## src/rtl/biquad_sequencer_pkg.sv

```systemverilog
// Shared constants for the biquad MAC datapath and its sequencer: word widths, mux select codes, FSM states.
// BIQUAD_BYPASS_EN adds the BYP state.
package biquad_sequencer_pkg;

    localparam int N = 16;
    localparam int F = 14;

    // coefficient select (controlS)
    localparam logic [2:0] SEL_CERO  = 3'd0;
    localparam logic [2:0] SEL_A1    = 3'd1;
    localparam logic [2:0] SEL_A2    = 3'd2;
    localparam logic [2:0] SEL_B0    = 3'd3;
    localparam logic [2:0] SEL_B1    = 3'd4;
    localparam logic [2:0] SEL_B2    = 3'd5;

    // sample select (controlC), zero is 2'b00
    localparam logic [1:0] SEL_FK1   = 2'd1;
    localparam logic [1:0] SEL_FK2   = 2'd2;
    localparam logic [1:0] SEL_FK    = 2'd3;

    // addend select (controlZ), zero is SEL_CERO
    localparam logic [2:0] SEL_UK    = 3'd1;
    localparam logic [2:0] SEL_YK    = 3'd2;
    localparam logic [2:0] SEL_ACUM1 = 3'd3;
    localparam logic [2:0] SEL_ACUM2 = 3'd4;
    localparam logic [2:0] SEL_ACUM3 = 3'd5;

    typedef enum logic [2:0] {
        IDLE  = 3'd0,
        ST1   = 3'd1,
        ST2   = 3'd2,
        ST3   = 3'd3,
        ST4   = 3'd4,
        ST5   = 3'd5,
        SHIFT = 3'd6
`ifdef BIQUAD_BYPASS_EN
        , BYP = 3'd7
`endif
    } state_t;

endpackage

```

## src/rtl/biquad_sequencer_step_timer.sv

```systemverilog
// Step-hold counter: counts while a step is active, flags the last hold cycle (count == MAC_LAT-1).
// Latency: tc is a combinational decode of the registered count. No backpressure.
// Clearing is synchronous; clr wins over counting.
module biquad_sequencer_step_timer #(
    parameter int MAC_LAT = 1,
    parameter int CNT_W   = 3
) (
    input  logic clk,
    input  logic reset,
    input  logic clr,
    output logic tc
);

    logic [CNT_W-1:0] cnt;

    always_ff @(posedge clk) begin
        if (reset || clr)
            cnt <= '0;
        else
            cnt <= cnt + CNT_W'(1);
    end

    assign tc = (cnt == CNT_W'(MAC_LAT - 1));

endmodule

```

## src/rtl/biquad_sequencer.sv

```systemverilog
// Control FSM for the shared biquad MAC: five direct-form-II steps plus delay-line shift per sample strobe.
// Latency: done in cycle 5*MAC_LAT+1 after start (MAC_LAT+1 in bypass). No backpressure: start while busy is dropped and flagged in overrun.
// BIQUAD_BYPASS_EN adds the bypass input (y_k = U_k, delay line frozen).
module biquad_sequencer
    import biquad_sequencer_pkg::*;
#(
    parameter int MAC_LAT = 1,
    parameter int CNT_W   = 3
) (
    input  logic       clk,
    input  logic       reset,
    input  logic       start,
    input  logic       ovr_clr,
`ifdef BIQUAD_BYPASS_EN
    input  logic       bypass,
`endif
    output logic [2:0] controlS,
    output logic [1:0] controlC,
    output logic [2:0] controlZ,
    output logic       en_acum1,
    output logic       en_acum2,
    output logic       en_acum3,
    output logic       en_fk,
    output logic       en_yk,
    output logic       en_shift,
    output logic       busy,
    output logic       done,
    output logic       overrun
);

    state_t state;
    logic   tc;
    logic   stepping;
`ifdef BIQUAD_BYPASS_EN
    logic   byp_r;
`endif

    assign stepping = (state != IDLE) && (state != SHIFT);

    biquad_sequencer_step_timer #(
        .MAC_LAT (MAC_LAT),
        .CNT_W   (CNT_W)
    ) u_step_timer (
        .clk   (clk),
        .reset (reset),
        .clr   (!stepping || tc),
        .tc    (tc)
    );

    always_ff @(posedge clk) begin
        if (reset) begin
            state   <= IDLE;
            overrun <= 1'b0;
`ifdef BIQUAD_BYPASS_EN
            byp_r   <= 1'b0;
`endif
        end else begin
            // a new overrun event beats a simultaneous clear
            if (start && state != IDLE)
                overrun <= 1'b1;
            else if (ovr_clr)
                overrun <= 1'b0;

            case (state)
                IDLE: if (start) begin
`ifdef BIQUAD_BYPASS_EN
                    state <= bypass ? BYP : ST1;
                    byp_r <= bypass;
`else
                    state <= ST1;
`endif
                end
                ST1:   if (tc) state <= ST2;
                ST2:   if (tc) state <= ST3;
                ST3:   if (tc) state <= ST4;
                ST4:   if (tc) state <= ST5;
                ST5:   if (tc) state <= SHIFT;
`ifdef BIQUAD_BYPASS_EN
                BYP:   if (tc) state <= SHIFT;
`endif
                SHIFT: state <= IDLE;
                default: state <= IDLE;
            endcase
        end
    end

    always_comb begin
        controlS = SEL_CERO;
        controlC = 2'b00;
        controlZ = SEL_CERO;
        en_acum1 = 1'b0;
        en_acum2 = 1'b0;
        en_acum3 = 1'b0;
        en_fk    = 1'b0;
        en_yk    = 1'b0;
        en_shift = 1'b0;
        done     = 1'b0;
        busy     = (state != IDLE);
        case (state)
            ST1: begin
                controlS = SEL_A1; controlC = SEL_FK1; controlZ = SEL_UK;    en_acum1 = tc;
            end
            ST2: begin
                controlS = SEL_A2; controlC = SEL_FK2; controlZ = SEL_ACUM1; en_fk    = tc;
            end
            ST3: begin
                controlS = SEL_B0; controlC = SEL_FK;  controlZ = SEL_CERO;  en_acum2 = tc;
            end
            ST4: begin
                controlS = SEL_B1; controlC = SEL_FK1; controlZ = SEL_ACUM2; en_acum3 = tc;
            end
            ST5: begin
                controlS = SEL_B2; controlC = SEL_FK2; controlZ = SEL_ACUM3; en_yk    = tc;
            end
`ifdef BIQUAD_BYPASS_EN
            BYP: begin
                controlZ = SEL_UK; en_yk = tc;
            end
`endif
            SHIFT: begin
                done = 1'b1;
`ifdef BIQUAD_BYPASS_EN
                en_shift = !byp_r;
`else
                en_shift = 1'b1;
`endif
            end
            default: ;
        endcase
    end

endmodule

```

## config.mk

```make
export PLATFORM = sky130hd
export DESIGN_NAME = biquad_sequencer
export DESIGN_NICKNAME = d
export VERILOG_FILES = /design/src/rtl/biquad_sequencer_pkg.sv /design/src/rtl/biquad_sequencer_step_timer.sv /design/src/rtl/biquad_sequencer.sv
export SDC_FILE = /design/constraint.sdc
export NUM_CORES = 1
export LEC_CHECK = 0
export BUFFER_PORTS_ARGS = -buffer_cell sky130_fd_sc_hd__buf_2
export CORE_AREA = 4 4 41 43
export DETAILED_ROUTE_END_ITERATION = 12
export DIE_AREA = 0 0 45 47
export GPL_TIMING_DRIVEN = 0
export PLACE_DENSITY = 0.67
export SLEW_MARGIN = 15
export SYNTH_ARGS = -nofsm -noshare
export SYNTH_HDL_FRONTEND = slang
export SYNTH_SLANG_ARGS = --single-unit
```

## constraint.sdc

```tcl
create_clock -name clk -period 1.1 [get_ports clk]
set_input_delay 0.165 -clock clk [delete_from_list [all_inputs] [get_ports clk]]
set_output_delay 0.165 -clock clk [all_outputs]
set_load 0.02 [all_outputs]
```

==> impl_metrics.ini <==
[outcome]
run_status = complete, but fails checks
violations = negative setup slack

[sta]
timing.max_slew.rel_slack_pct = 82.3
worst_clock_skew_ns = 0.000849
finalHoldViolCount = 0
worst_pin_slew_ns = 0.265
maxSlewViolCount = 0
setup_violations = 22
fin_ws_ns = -0.286
maxClockFrequency_ghz = 0.721
time_the_final_worst_path_needs_with_i_o_delays_and_setup_ns = 1.39
setup_repair_after_global_routing_missed_its_margin = true
finalCritPeriodShare_pct = 126

[worst_setup_path]
crit_path_start_kind = flop
timing.critical_path.required_ns = 0.94
worstPathCellList = buf_6 > or3_4 > buf_6
worst_r2r_endpoint = state[1]$_SDFFE_PP0P_
worst_r2r_startpoint = u_step_timer.cnt[0]$_SDFF_PP0_
timing.critical_path.max_delay_family = simple AND/OR/NAND/NOR gates
worst_path_max_delay_cell = or3_4
regToRegSetupSlack_ns = -0.16
endpoint_kind = output pin
critical_path_s_most_frequent_cell = buf_6
timing.critical_path.buf_inv = 2
timing.reg2reg.worst_path_depth = 6
largest_fanout_on_the_critical_path = 8
cpPeakStageDelay_ns = 0.37
crit_arrival_ns = 1.22
timing.setup.critical_path_class = flop to output pin

[die]
top_level_ports = 21
row_count = 13
core_region_area_sq_mm = 0.00130
floorplan.die_area_sq_mm = 0.00212
die_width_microns = 45
chipHeight_microns = 47
floorplan.initialDensity_pct = 38.0

[final_layout]
fillers = 98
final_layout_size_suffix_gt1_share_pct = 71.3
finalNetCount = 101
design_area_sq_um = 938
insertedDiodeCount = 0
area.growth.synth_to_final_pct = 89.9
fin_cells = 109
seq_area_sq_um = 150
area_occupied_by_multi_input_gates_sq_um = 368

[synthesis]
most_area_consuming_cells_after_synthesis = dfxtp_1, nor2_1, o311ai_4
syn_nets = 63
synth.yosys.warnings = 0
synth.top_cell.area_share_pct = 28.4
ys_async_sr_fraction_pct = 0
number_of_enable_flip_flop_cells_after_synthesis = 0
yosysTopAreaCell = dfxtp_1
synth-seq-cells = 7
synth_cells = 57
synth.yosys.seq_area_share_pct = 28.4
post_synth.cell_area_avg_sq_um = 8.67
synth.cell_area_sq_um = 494
synth-main-ff-cell = dfxtp_1
synth.lib_cells_used.distinct = 29

[routing]
total_number_of_vias = 521
drt_drc_violations_left = 0
drt-total-wl_mm = 1.30
first_iter_violations = 6
routed_wire_length_per_instance_microns = 11.9
via_density_per_instance = 4.78
first_pass_detailed_route_iteration_total = 3
ant_nets = 0

[grt]
grt_max_degree = 11
aggregate_global_route_resource_usage_pct = 14.6
grt_pass1_vias = 518
grt_ovf = 0
grt_first_pass_wirelength_mm = 2.21
grt_antenna_before_repair = 0

[worst_hold_path]
hold-path-cell-count = 2
min_from = reset
min_to = state[1]$_SDFFE_PP0P_
worstHoldPathType = input pin to flop

[clock_network]
cts_made_buffers = 3
htree_levels = 1
clk_pin_slew_worst_paths_ns = 0.05
cts_sinks = 7
clk_latency_ns = 0.25
clk_root_buffer_cell = clkbuf_4
clock_tree_from_tritoncts = built
clk_path_buf_depth = 2

[pwr]
cellLeakagePower_nw = 0.439
pd_cells_mw_per_mm2 = 982
clockPowerShare_pct = 25.8
p_comb_share_pct = 43.9
swShare_pct = 32.9
p_seq_share_pct = 30.3
power_switching_w = 0.000303
internal_power_w = 0.000618
max-vdd-ir-drop_v = 0.000699

[place]
postPlaceCellArea_sq_um = 684
globalplace.congestion = 0.732
placed_cells = 92
io_port_bufs = 20
detailedPlacementHpwl_microns = 847

[run]
max_cap_viol_count = 0
==> registers in the layout, indices dropped and copies added, names as in the netlist <==
signal,flops
state,3
u_step_timer.cnt,3
overrun,1
==> stage by stage <==
step	hold slack [ns]	total power (W)	utilization [%]	setup slack, ns	setup TNS [ns]
6_report	0.110	0.000922	72.1	-0.286	-4.06
5_1_grt	0.108	0.000987	72.1	-0.348	-5.57
4_1_cts	0.101	0.000890	67.8	-0.294	-4.07
3_5_place_dp	0.377	0.000560	52.6	-0.0752	-0.433
3_3_place_gp	0.375	0.000557	52.6	-0.0715	-0.269
2_1_floorplan	0.229	0.000489	-	0.00232	0
==> area by class of cell <==
| class | instances | area share, % |
|---|---|---|
| plain buffers | 4 | 5.20 |
| clock buffers | 4 | 2.80 |
| inverters | 7 | 3.33 |
| multi-input cells | 39 | 39.2 |
| flip-flops and latches | 7 | 16.0 |
| well taps | 15 | 2.00 |
| repair buffers | 33 | 31.5 |
==> how the worst max path moves through the flow <==
stage | start | end | slack [ns] | cells past startpoint
2_1_floorplan | state[2]$_SDFFE_PP0P_ | overrun$_SDFFE_PP0P_ | 0.002 | 4
3_3_place_gp | state[0]$_SDFFE_PP0P_ | en_shift | -0.07 | 4
3_5_place_dp | state[2]$_SDFFE_PP0P_ | u_step_timer.cnt[2]$_SDFF_PP0_ | -0.08 | 5
4_1_cts | state[2]$_SDFFE_PP0P_ | busy | -0.29 | 3
5_1_grt | state[2]$_SDFFE_PP0P_ | controlZ[0] | -0.35 | 4
6_report | state[2]$_SDFFE_PP0P_ | busy | -0.29 | 3
==> power groups by stage <==
stage | clock network (W) | registers (W) | logic (W)
floorplan | 0 | 0.000291 | 0.000198
global placement | 0 | 0.000290 | 0.000267
detailed placement | 0 | 0.000290 | 0.000270
CTS | 0.000251 | 0.000278 | 0.000360
global route | 0.000273 | 0.000281 | 0.000433
finish | 0.000237 | 0.000279 | 0.000405
==> logic make-up (layout without fill, tap and decap cells) <==
kind of cell	after synthesis	count (layout)	share of synthesized area, %
XOR/XNOR	1	1	1.77
AND/OR/NAND/NOR	25	25	32.2
multiplexers	2	2	4.30
buffers and inverters	11	48	12.4
AO/OA/AOI/OAI	9	9	16.0
flip-flops	7	7	28.4
adder cells (fa/ha/maj)	2	2	5.06
==> cells in the mapped netlist, drive strengths merged (2+ instances only) <==
library cell,number
a21oi,3
o21ai,2
nand2,2
nand2b,4
inv,7
buf,4
nand3b,2
ha,2
dfxtp,7
nor2b,2
nor2,8
nor3,4
==> what timing repair did <==
action | 4_1_cts | 5_1_grt
hold buffers | 0 | 0
pin swaps | 9 | 5
endpoints found under the setup margin | 21 | 22
gates cloned | 0 | 0
buffers inserted | 10 | 3
resized for setup | 33 | 6
==> per-layer routing <==
layer  part of all wire [%]  GRT usage (%)  up-vias
li1                       -              -      267
met1                     39           15.3      236
met2                     56           27.4       14
met3                    3.6           2.30        4
met4                    1.5           8.77        0
met5                      0              0        -
==> cell usage in the layout, fill, tap and decap left out, types with 3 or more instances in the layout <==
cell type and count:
clkbuf_4 3, dfxtp_1 3, buf_4 16, nor2_1 6, buf_2 4, nor3_2 3
inv_2 3, buf_6 15
Power figures use the tool's default switching activity.
